$ cat config.mk
export PLATFORM = sky130hd
export DESIGN_NAME = feature_ram_sched_flat
export DESIGN_NICKNAME = d
export VERILOG_FILES = /design/src/rtl/feature_ram_sched_if.sv /design/src/rtl/feature_ram_sched.sv /design/src/flat_wrapper.sv
export SDC_FILE = /design/constraint.sdc
export NUM_CORES = 1
export LEC_CHECK = 0
export CAP_MARGIN = 10
export CORE_MARGIN = 2
export CORE_UTILIZATION = 54
export DETAILED_ROUTE_END_ITERATION = 7
export PLACE_DENSITY = 0.83
export SYNTH_ARGS = -nofsm -noshare
export SYNTH_HDL_FRONTEND = slang
export SYNTH_SLANG_ARGS = --single-unit
$ cat constraint.sdc
create_clock -name clk -period 2.35 [get_ports clk]
set_input_delay 0.3525 -clock clk [delete_from_list [all_inputs] [get_ports clk]]
set_output_delay 0.3525 -clock clk [all_outputs]
set_load 0.05 [all_outputs]
$ cat src/rtl/feature_ram_sched_if.sv
// Request/read-beat bundle between the aggregation control FSM (master)
// and the feature RAM read scheduler (slave).
interface feature_ram_sched_if #(
    parameter int FEAT_W = 12,
    parameter int ADDR_W = 9,
    parameter int N_BANK = 8
);
    logic              req_valid;
    logic              req_ready;
    logic [FEAT_W-1:0] req_start;
    logic [FEAT_W-1:0] req_stop;
    logic              rd_valid;
    logic              rd_ready;
    logic [N_BANK-1:0] rd_bank_en;
    logic [ADDR_W-1:0] rd_addr;
    logic              rd_last;
    logic              done;
    logic              err;

    modport master (
        output req_valid, req_start, req_stop, rd_ready,
        input  req_ready, rd_valid, rd_bank_en, rd_addr, rd_last, done, err
    );

    modport slave (
        input  req_valid, req_start, req_stop, rd_ready,
        output req_ready, rd_valid, rd_bank_en, rd_addr, rd_last, done, err
    );
endinterface

$ cat src/rtl/feature_ram_sched.sv
// Banked feature RAM read scheduler: walks an inclusive feature-ID range, one beat per transfer.
// Define FRS_ABORT_EN to add an abort input that cancels a running range without a done pulse.
module feature_ram_sched #(
    parameter int FEAT_W = 12,
    parameter int ADDR_W = 9,
    parameter int N_BANK = 8
) (
    input  logic clk,
    input  logic rst_n,
`ifdef FRS_ABORT_EN
    input  logic abort,
`endif
    feature_ram_sched_if.slave bus
);
    typedef enum logic [1:0] {IDLE, RUN, DONE} state_t;

    state_t            state_q, state_d;
    logic [FEAT_W-1:0] stop_q, stop_d;
    logic [FEAT_W-1:0] cur_q, cur_d;
    logic [FEAT_W-1:0] nxt;
    logic              rd_valid_q, rd_valid_d;
    logic [N_BANK-1:0] bank_en_q, bank_en_d;
    logic [ADDR_W-1:0] addr_q, addr_d;
    logic              last_q, last_d;
    logic              done_q, done_d;
    logic              err_q, err_d;
    logic              xfer;
    logic              abort_hit;

`ifdef FRS_ABORT_EN
    assign abort_hit = abort;
`else
    assign abort_hit = 1'b0;
`endif

    function automatic logic [N_BANK-1:0] bank_onehot(input logic [FEAT_W-1:0] id);
        return N_BANK'(1) << id[FEAT_W-1:ADDR_W];
    endfunction

    assign xfer = rd_valid_q & bus.rd_ready;
    assign nxt  = cur_q + 1'b1;

    always_comb begin
        state_d    = state_q;
        stop_d     = stop_q;
        cur_d      = cur_q;
        rd_valid_d = rd_valid_q;
        bank_en_d  = bank_en_q;
        addr_d     = addr_q;
        last_d     = last_q;
        done_d     = 1'b0;
        err_d      = 1'b0;
        case (state_q)
            IDLE: begin
                if (bus.req_valid) begin
                    stop_d = bus.req_stop;
                    if (bus.req_start > bus.req_stop) begin
                        err_d = 1'b1;
                    end else begin
                        state_d    = RUN;
                        cur_d      = bus.req_start;
                        rd_valid_d = 1'b1;
                        bank_en_d  = bank_onehot(bus.req_start);
                        addr_d     = bus.req_start[ADDR_W-1:0];
                        last_d     = (bus.req_start == bus.req_stop);
                    end
                end
            end
            RUN: begin
                // Last is decided on cur before incrementing, so stop=max never wraps.
                if (xfer && last_q) begin
                    state_d    = DONE;
                    rd_valid_d = 1'b0;
                    bank_en_d  = '0;
                    addr_d     = '0;
                    last_d     = 1'b0;
                    done_d     = 1'b1;
                end else if (xfer) begin
                    cur_d     = nxt;
                    bank_en_d = bank_onehot(nxt);
                    addr_d    = nxt[ADDR_W-1:0];
                    last_d    = (nxt == stop_q);
                end
                // A beat taken in the abort cycle still counts; nothing follows it.
                if (abort_hit) begin
                    state_d    = IDLE;
                    rd_valid_d = 1'b0;
                    bank_en_d  = '0;
                    addr_d     = '0;
                    last_d     = 1'b0;
                    done_d     = 1'b0;
                end
            end
            DONE:    state_d = IDLE;
            default: state_d = IDLE;
        endcase
    end

    always_ff @(posedge clk) begin
        if (!rst_n) begin
            state_q    <= IDLE;
            stop_q     <= '0;
            cur_q      <= '0;
            rd_valid_q <= 1'b0;
            bank_en_q  <= '0;
            addr_q     <= '0;
            last_q     <= 1'b0;
            done_q     <= 1'b0;
            err_q      <= 1'b0;
        end else begin
            state_q    <= state_d;
            stop_q     <= stop_d;
            cur_q      <= cur_d;
            rd_valid_q <= rd_valid_d;
            bank_en_q  <= bank_en_d;
            addr_q     <= addr_d;
            last_q     <= last_d;
            done_q     <= done_d;
            err_q      <= err_d;
        end
    end

    assign bus.req_ready  = (state_q == IDLE);
    assign bus.rd_valid   = rd_valid_q;
    assign bus.rd_bank_en = bank_en_q;
    assign bus.rd_addr    = addr_q;
    assign bus.rd_last    = last_q;
    assign bus.done       = done_q;
    assign bus.err        = err_q;
endmodule

$ cat src/flat_wrapper.sv
// flat-port wrapper written by rule: the top's interface ports become plain ports
module feature_ram_sched_flat 
#(
    parameter int FEAT_W = 12,
    parameter int ADDR_W = 9,
    parameter int N_BANK = 8
)
  (clk, rst_n, bus_req_valid, bus_req_start, bus_req_stop, bus_rd_ready, bus_req_ready, bus_rd_valid, bus_rd_bank_en, bus_rd_addr, bus_rd_last, bus_done, bus_err);
  feature_ram_sched_if #(.FEAT_W(FEAT_W), .ADDR_W(ADDR_W), .N_BANK(N_BANK)) bus_i ();
  input  logic clk;
  input  logic rst_n;
  input wire logic [$bits(bus_i.req_valid)-1:0] bus_req_valid;
  input wire logic [$bits(bus_i.req_start)-1:0] bus_req_start;
  input wire logic [$bits(bus_i.req_stop)-1:0] bus_req_stop;
  input wire logic [$bits(bus_i.rd_ready)-1:0] bus_rd_ready;
  output wire logic [$bits(bus_i.req_ready)-1:0] bus_req_ready;
  output wire logic [$bits(bus_i.rd_valid)-1:0] bus_rd_valid;
  output wire logic [$bits(bus_i.rd_bank_en)-1:0] bus_rd_bank_en;
  output wire logic [$bits(bus_i.rd_addr)-1:0] bus_rd_addr;
  output wire logic [$bits(bus_i.rd_last)-1:0] bus_rd_last;
  output wire logic [$bits(bus_i.done)-1:0] bus_done;
  output wire logic [$bits(bus_i.err)-1:0] bus_err;
  assign bus_i.req_valid = bus_req_valid;
  assign bus_i.req_start = bus_req_start;
  assign bus_i.req_stop = bus_req_stop;
  assign bus_i.rd_ready = bus_rd_ready;
  assign bus_req_ready = bus_i.req_ready;
  assign bus_rd_valid = bus_i.rd_valid;
  assign bus_rd_bank_en = bus_i.rd_bank_en;
  assign bus_rd_addr = bus_i.rd_addr;
  assign bus_rd_last = bus_i.rd_last;
  assign bus_done = bus_i.done;
  assign bus_err = bus_i.err;
  feature_ram_sched #(.FEAT_W(FEAT_W), .ADDR_W(ADDR_W), .N_BANK(N_BANK)) u_core (.clk(clk), .rst_n(rst_n), .bus(bus_i));
endmodule
==> results of run 1 <==
per-layer routing:
| layer | track usage [%] | vias up | wire length (um) |
|---|---|---|---|
| met2 | 56.6 | 229 | 5080 |
| met1 | 42.1 | 1747 | 4350 |
| met5 | 0 | - | 0 |
| met3 | 4.67 | 50 | 833 |
| li1 | - | 1719 | - |
| met4 | 17.3 | 0 | 505 |
synthesized netlist by cell type (2+ instances only):
| master | count |
|---|---|
| o211ai_1 | 9 |
| a31o_2 | 6 |
| o21ai_0 | 14 |
| o31ai_1 | 3 |
| buf_2 | 12 |
| nor3_1 | 10 |
| a311oi_1 | 2 |
| a21oi_1 | 33 |
| o22ai_1 | 13 |
| mux2_1 | 2 |
| or3_1 | 4 |
| a211o_1 | 2 |
| a31oi_1 | 13 |
| o21ai_1 | 3 |
| clkbuf_1 | 16 |
| inv_1 | 20 |
| buf_1 | 3 |
| nor4_1 | 6 |
| nand4_1 | 8 |
| ha_1 | 13 |
| nand3_1 | 11 |
| mux2i_2 | 2 |
| a211oi_1 | 6 |
| a21o_1 | 3 |
| a22oi_1 | 2 |
| xnor2_1 | 12 |
| nor2_1 | 12 |
| dfxtp_1 | 47 |
| nor3_2 | 7 |
| nand2_1 | 60 |
| a2111oi_0 | 2 |
| nand2b_1 | 9 |
| and3_1 | 5 |
| o311ai_0 | 2 |
| o32a_1 | 2 |
| xor2_1 | 5 |
| nor3b_1 | 4 |
| o31a_1 | 3 |
| buf_4 | 3 |
| nor2b_1 | 5 |
| a32o_1 | 2 |
| o21a_1 | 2 |
flip-flops by register name, summed over array words and instances, names as in the netlist:
signal / flops
u_core.bus.rd_addr: 9
u_core.bus.rd_valid: 1
u_core.bus.err: 1
u_core.state_q: 2
u_core.cur_q: 12
u_core.bus.done: 1
u_core.bus.rd_last: 1
u_core.stop_q: 12
u_core.bus.rd_bank_en: 8
cell families (layout without fill, tap and decap cells):
logic type,Yosys count,count (layout),share of synthesized area [%]
adders and majority gates,13,13,5.07
AOI/OAI and AO/OA,132,132,27.7
buffers and inverters,55,147,7.25
muxes,5,5,1.87
DFF,47,47,29.3
and+or+nand+nor,149,149,24.1
xor gates and xnor gates,17,17,4.64
what timing repair did:
item                                    in CTS  in global routing
hold buffers                                 0                  0
cloned                                       1                  0
endpoints found under the setup margin      13                 31
setup buffers                                3                  0
gates resized for setup                     29                 34
pin swaps                                   14                 13
metrics by stage:
stage / setup WS (ns) / cells / total power (W)
2_1_floorplan: 0.270 / 418 / 0.00148
3_3_place_gp: -0.349 / 573 / 0.00181
3_5_place_dp: -0.410 / 573 / 0.00184
4_1_cts: 0.00366 / 585 / 0.00240
5_1_grt: -0.0455 / 585 / 0.00255
6_report: 0.0635 / 585 / 0.00245
power by group:
group          total, W  switching [W]  internal (W)
Combinational  0.000971       0.000544      0.000426
Clock          0.000535       0.000294      0.000241
Sequential     0.000946      0.0000787      0.000867
Total           0.00245       0.000917       0.00153
worst min path at each step:
stage | endpoint | startpoint | cells past startpoint
3_5_place_dp | u_core.stop_q[0] | u_core.stop_q[0] | 2
2_1_floorplan | u_core.stop_q[1] | u_core.stop_q[1] | 2
3_3_place_gp | u_core.stop_q[0] | u_core.stop_q[0] | 2
4_1_cts | u_core.stop_q[4] | bus_req_stop[4] | 3
6_report | u_core.stop_q[8] | bus_req_stop[8] | 3
5_1_grt | u_core.stop_q[8] | bus_req_stop[8] | 3
worst max-delay path, stage by stage:
cell	delay (ns)
clkdlybuf4s50_1	0.45
inv_1	0.06
ha_1	0.28
nand4_1	0.14
or3_4	0.38
nand2_4	0.10
a31oi_4	0.05
buf_12	0.16
o311a_1	0.32
a31o_2	0.21
cell type report:
class | instances | area, sq um
Clock buffer | 6 | 82.6
Tap cell | 75 | 93.8
Clock inverter | 2 | 13.8
Sequential cell | 47 | 943
Fill cell | 396 | 1260
Timing Repair Buffer | 118 | 1090
Multi-Input combinational cell | 316 | 2240
Inverter | 21 | 78.8
==> run summary, run 1 <==
Final Hold Vio Count -> 0
GPL Wtd Cong -> 0.911
initial DRC count -> 425
Via density -> 6.40
root buffer cell -> clkbuf_8
Die Wd -> 81.1 um
crit path kind -> in -> reg
CTS H-tree lvls -> 2
Worst Max-Slew Pin Slew -> 0.546 ns
first-pass GRT wire length -> 17000 um
Via Count -> 3745
# setup viols final -> 0
Die Height -> 81.1 um
MaxCap Viol Count -> 0
Final Routed Wirelength -> 10800 um
worst r2r src -> u_core.cur_q[1]
Post-synth EDFFs -> 0
commonest non-fill, non-tap cells in the layout -> buf_4, nand2_1, dfxtp_1
first drt pass iteration count -> 7
outcome -> completed
Yosys top cell area share -> 29.3%
WL per Instance -> 18.4 um
CTS Buf Count -> 5
ANT nets after route -> 0
vias in the first global route -> 3559
total gr overflow -> 0
Core Box Area -> 5820 sq um
area grow syn2layout -> 41.7%
post-route minimum period -> 2.29 ns
synth unique cells -> 62
Primary FF master, synth -> dfxtp_1
sequential share of the synthesized area -> 29.3%
clk sinks -> 47
Port Buffers -> 49
Max VDD drop -> 0.415 mV
Cell Rows -> 28
DP HPWL -> 7960 um
Critical Path Start -> bus_req_start[0]
setup slack, reg-to-reg -> 0.14 ns
cell count after synthesis -> 418
Synth Cell Area -> 3210 sq um
Worst Setup End Kind -> register
Die ar. -> 6580 sq um
Clk Latency, worst-skew pair -> 0.31 ns
Fin Setup TNS -> 0 ns
Total GRT Usage -> 33.7%
Yosys reg bits -> 47
DP Area -> 4170 sq um
worst hold slack -> 0.326 ns
Leak Pwr -> 1.84 nW
final core utilization -> 78.2%
Synth Net Count -> 459
WP data arrival -> 2.50 ns
Worst Path Required -> 2.56 ns
Max Transition Viols Final -> 0
f_max -> 0.437 GHz
layout cells sized above 1 -> 25.3%
CTS max path bufs -> 2
CTS tree -> yes
top cells by area, synth -> dfxtp_1, nand2_1, a21oi_1, ha_1, xnor2_1
clock slew at reported path FFs -> 0.09 ns
crit path capture -> u_core.cur_q[10]
Async SR Flop Fraction -> 0%
n_diodes -> 0
largest net degree at the start of global routing -> 28
Crit Path Max Fanout -> 7
period utilisation layout -> 97.3%
synthesized area per cell -> 7.68 sq um
Nets -> 550
relative slew slack -> 63.6%
initial core utilization -> 55.2%
Hold Crit Class -> in -> reg
clock skew -> 0.00775 ns
crit path launch type -> input pin
Ports -> 50
initial antenna violation count -> 0
DRC violations left -> 0
post-synth top area cell -> dfxtp_1
final instance area -> 4550 sq um
R2R depth -> 7
PwrDens -> 539 nW/um^2
Ys Warns -> 0
commonest non-fill, non-tap cell in the layout -> buf_4
RR Endpoint -> u_core.bus.rd_last
No activity file was read; power rests on OpenSTA's default activity.
==> inputs of run 2 (changes only) <==
--- a/config.mk
+++ b/config.mk
@@ -5,9 +5,10 @@
 export SDC_FILE = /design/constraint.sdc
 export NUM_CORES = 1
 export LEC_CHECK = 0
+export ABC_AREA = 1
 export CAP_MARGIN = 10
 export CORE_MARGIN = 2
-export CORE_UTILIZATION = 54
+export CORE_UTILIZATION = 53
 export DETAILED_ROUTE_END_ITERATION = 7
 export PLACE_DENSITY = 0.83
 export SYNTH_ARGS = -nofsm -noshare
==> run 2 against run 1 <==
Net effect:
- non-clock buffer count decreased by 60
- synthesized cell count is 5.0% higher
- routed wire length decreased by 36%
- largest cell class unchanged
- combinational power down 12%
==> run summary, run 2 <==
outcome -> completed
Total GRT Usage -> 24.5% (-9.3 points)
Fin Setup TNS -> 0 ns (unchanged)
period utilisation layout -> 91.5% (-5.7 points)
Worst Max-Slew Pin Slew -> 0.510 ns (-0.0360 ns)
GPL Wtd Cong -> 0.890 (-2.2%)
commonest non-fill, non-tap cells in the layout -> nand2_1, inv_1, clkdlybuf4s50_1
Synth Cell Area -> 2810 sq um (-13%)
Via density -> 5.16 (-19%)
commonest non-fill, non-tap cell in the layout -> nand2_1
largest net degree at the start of global routing -> 28 (unchanged)
MaxCap Viol Count -> 0 (unchanged)
CTS tree -> yes
# setup viols final -> 0 (unchanged)
Yosys reg bits -> 47 (unchanged)
synthesized area per cell -> 6.39 sq um (-17%)
grt met3 use -> 3.29% (-1.4 points)
CTS Buf Count -> 5 (unchanged)
Max VDD drop -> 0.311 mV (-25%)
Final Routed Wirelength -> 6890 um (-36%)
f_max -> 0.465 GHz (+6.3%)
cts hold-fix bufs -> 0 (unchanged)
Leak Pwr -> 1.57 nW (-15%)
most common cell in the netlist -> nand2_1
root buffer cell -> clkbuf_8
crit path launch type -> input pin
Max Transition Viols Final -> 0 (unchanged)
first drt pass iteration count -> 5 (-2)
WL per Instance -> 12.2 um (-34%)
met1 Use GR -> 31.9% (-10 points)
first-pass GRT wire length -> 11900 um (-30%)
fillers -> 496 (+25%)
initial DRC count -> 194 (-54%)
area grow syn2layout -> 24.2%
clk sinks -> 47 (unchanged)
Crit Path Max Fanout -> 12 (+5)
post-route minimum period -> 2.15 ns (-0.135 ns)
PwrDens -> 662 nW/um^2 (+23%)
final core utilization -> 68.2% (-10 points)
post-synth top area cell -> dfxtp_1
Total Power -> 0.00231 W (-5.9%)
sequential share of the synthesized area -> 33.5% (+4.2 points)
Placement Setup Slack -> -0.114 ns (+0.295 ns)
Worst Setup End Kind -> register
DRC violations left -> 0 (unchanged)
Final Hold Vio Count -> 0 (unchanged)
n_diodes -> 0 (unchanged)
vias in the first global route -> 2713 (-24%)
top cells by area, synth -> dfxtp_1, nand2_1, inv_1, a21oi_1, ha_1
Cell Rows -> 26 (-7.1%)
layout cells sized above 1 -> 6.90% (-18 points)
cell count after synthesis -> 439 (+5.0%)
RSZ-0062 raised after global routing -> no
Setup WS post-layout -> 0.199 ns (+0.135 ns)
Port Buffers -> 49 (unchanged)
initial core utilization -> 54.9% (-0.28 points)
Primary FF master, synth -> dfxtp_1
final instance area -> 3480 sq um (-23%)
Ports -> 50 (unchanged)
Clk Latency, worst-skew pair -> 0.30 ns (about the same)
Worst Path Required -> 2.58 ns (+0.02 ns)
DP HPWL -> 5400 um (-32%)
CTS H-tree lvls -> 2 (unchanged)
Hold Crit Class -> reg -> reg
Nets -> 533 (-3.1%)
Via Count -> 2906 (-22%)
DP Area -> 3400 sq um (-19%)
Die ar. -> 5890 sq um (-10%)
Yosys top cell area share -> 33.5% (+4.2 points)
Synth Net Count -> 480 (+4.6%)
met2 Track Usage GR -> 41.8% (-15 points)
total gr overflow -> 0 (unchanged)
relative slew slack -> 65.9% (+2.3 points)
initial antenna violation count -> 0 (unchanged)
Die Wd -> 76.8 um (-5.4%)
CTS max path bufs -> 2 (unchanged)
WP data arrival -> 2.38 ns (-0.12 ns)
most frequent cells after synthesis -> nand2_1, inv_1, dfxtp_1
clock slew at reported path FFs -> 0.09 ns (about the same)
busiest layer in global routing -> met2
Post-synth EDFFs -> 0 (unchanged)
Async SR Flop Fraction -> 0% (unchanged)
Ys Warns -> 0 (unchanged)
ANT nets after route -> 0 (unchanged)
clock skew -> 0.0104 ns (+0.00260 ns)
Die Height -> 76.8 um (-5.4%)
Core Box Area -> 5110 sq um (-12%)
synth unique cells -> 26 (-58%)
post-CTS resize count -> 0 (-100%)
crit path kind -> in -> reg
postcts setup bufs -> 0 (-3)
==> run 2: cell count changes in the layout (fill, tap and decap cells not counted), sizes merged, moves of 12 or more <==
cell / change
xnor2: -12
nand3: +21
nand2: +83
nor2: +27
a31oi: -13
buf: -59
nor3: -14
dlymetal6s2s: -13
clkdlybuf4s50: +21
inv: +42
==> run 2: worst paths after layout <==
kind                         start                  endpoint  slack (ns)  cells after the start
min reg2reg  u_core.bus.rd_addr[4]     u_core.bus.rd_addr[4]        0.47                      2
max               bus_req_stop[11]     u_core.bus.rd_addr[8]        0.20                     11
max reg2reg        u_core.cur_q[0]  u_core.bus.rd_bank_en[1]        0.55                     11
min          u_core.bus.rd_addr[4]     u_core.bus.rd_addr[4]        0.47                      2
==> run 2: report_power, final <==
group | internal (W) | switching [W]
Sequential | 0.000890 | 0.0000717
Clock | 0.000207 | 0.000283
Combinational | 0.000305 | 0.000548
==> run 2: cells by family (layout without fill, tap and decap cells) <==
group | after synthesis | after routing | synth area share (%)
AOI/OAI and AO/OA | 75 | 75 | 14.1
and+or+nand+nor | 226 | 226 | 35.3
buffers and inverters | 78 | 132 | 11.2
DFF | 47 | 47 | 33.5
adders and majority gates | 13 | 13 | 5.80
==> run 2: through the flow <==
step	hold WS [ns]	instances
global placement	0.456	555
finish	0.466	563
global route	0.492	563
floorplan	0.444	439
CTS	0.468	563
detailed placement	0.455	555
==> run 2: routing by layer <==
| metal | vias up | wire (um) |
|---|---|---|
| li1 | 1505 | - |
| met1 | 1294 | 3110 |
| met2 | 92 | 3280 |
| met3 | 15 | 339 |
| met4 | 0 | 163 |
| met5 | - | 0 |
==> run 2: layout make-up <==
type / instances / area (sq um) / area share, %
Multi-Input combinational cell: 314 / 1550 / 44.5
Inverter: 66 / 248 / 7.11
Clock inverter: 3 / 20.0 / 0.575
Tap cell: 70 / 87.6 / 2.51
Clock buffer: 5 / 68.8 / 1.97
Sequential cell: 47 / 941 / 27.0
Timing Repair Buffer: 58 / 571 / 16.4
==> run 2: worst max-delay path, cell delays in order <==
cell and delay (ns):
clkdlybuf4s50_1 0.48, inv_1 0.05, ha_1 0.31, a21oi_1 0.17, o21a_1 0.19, nand3_2 0.10
nand3_2 0.13, nand3_2 0.13, inv_2 0.20, nand2_1 0.11, a21oi_1 0.14
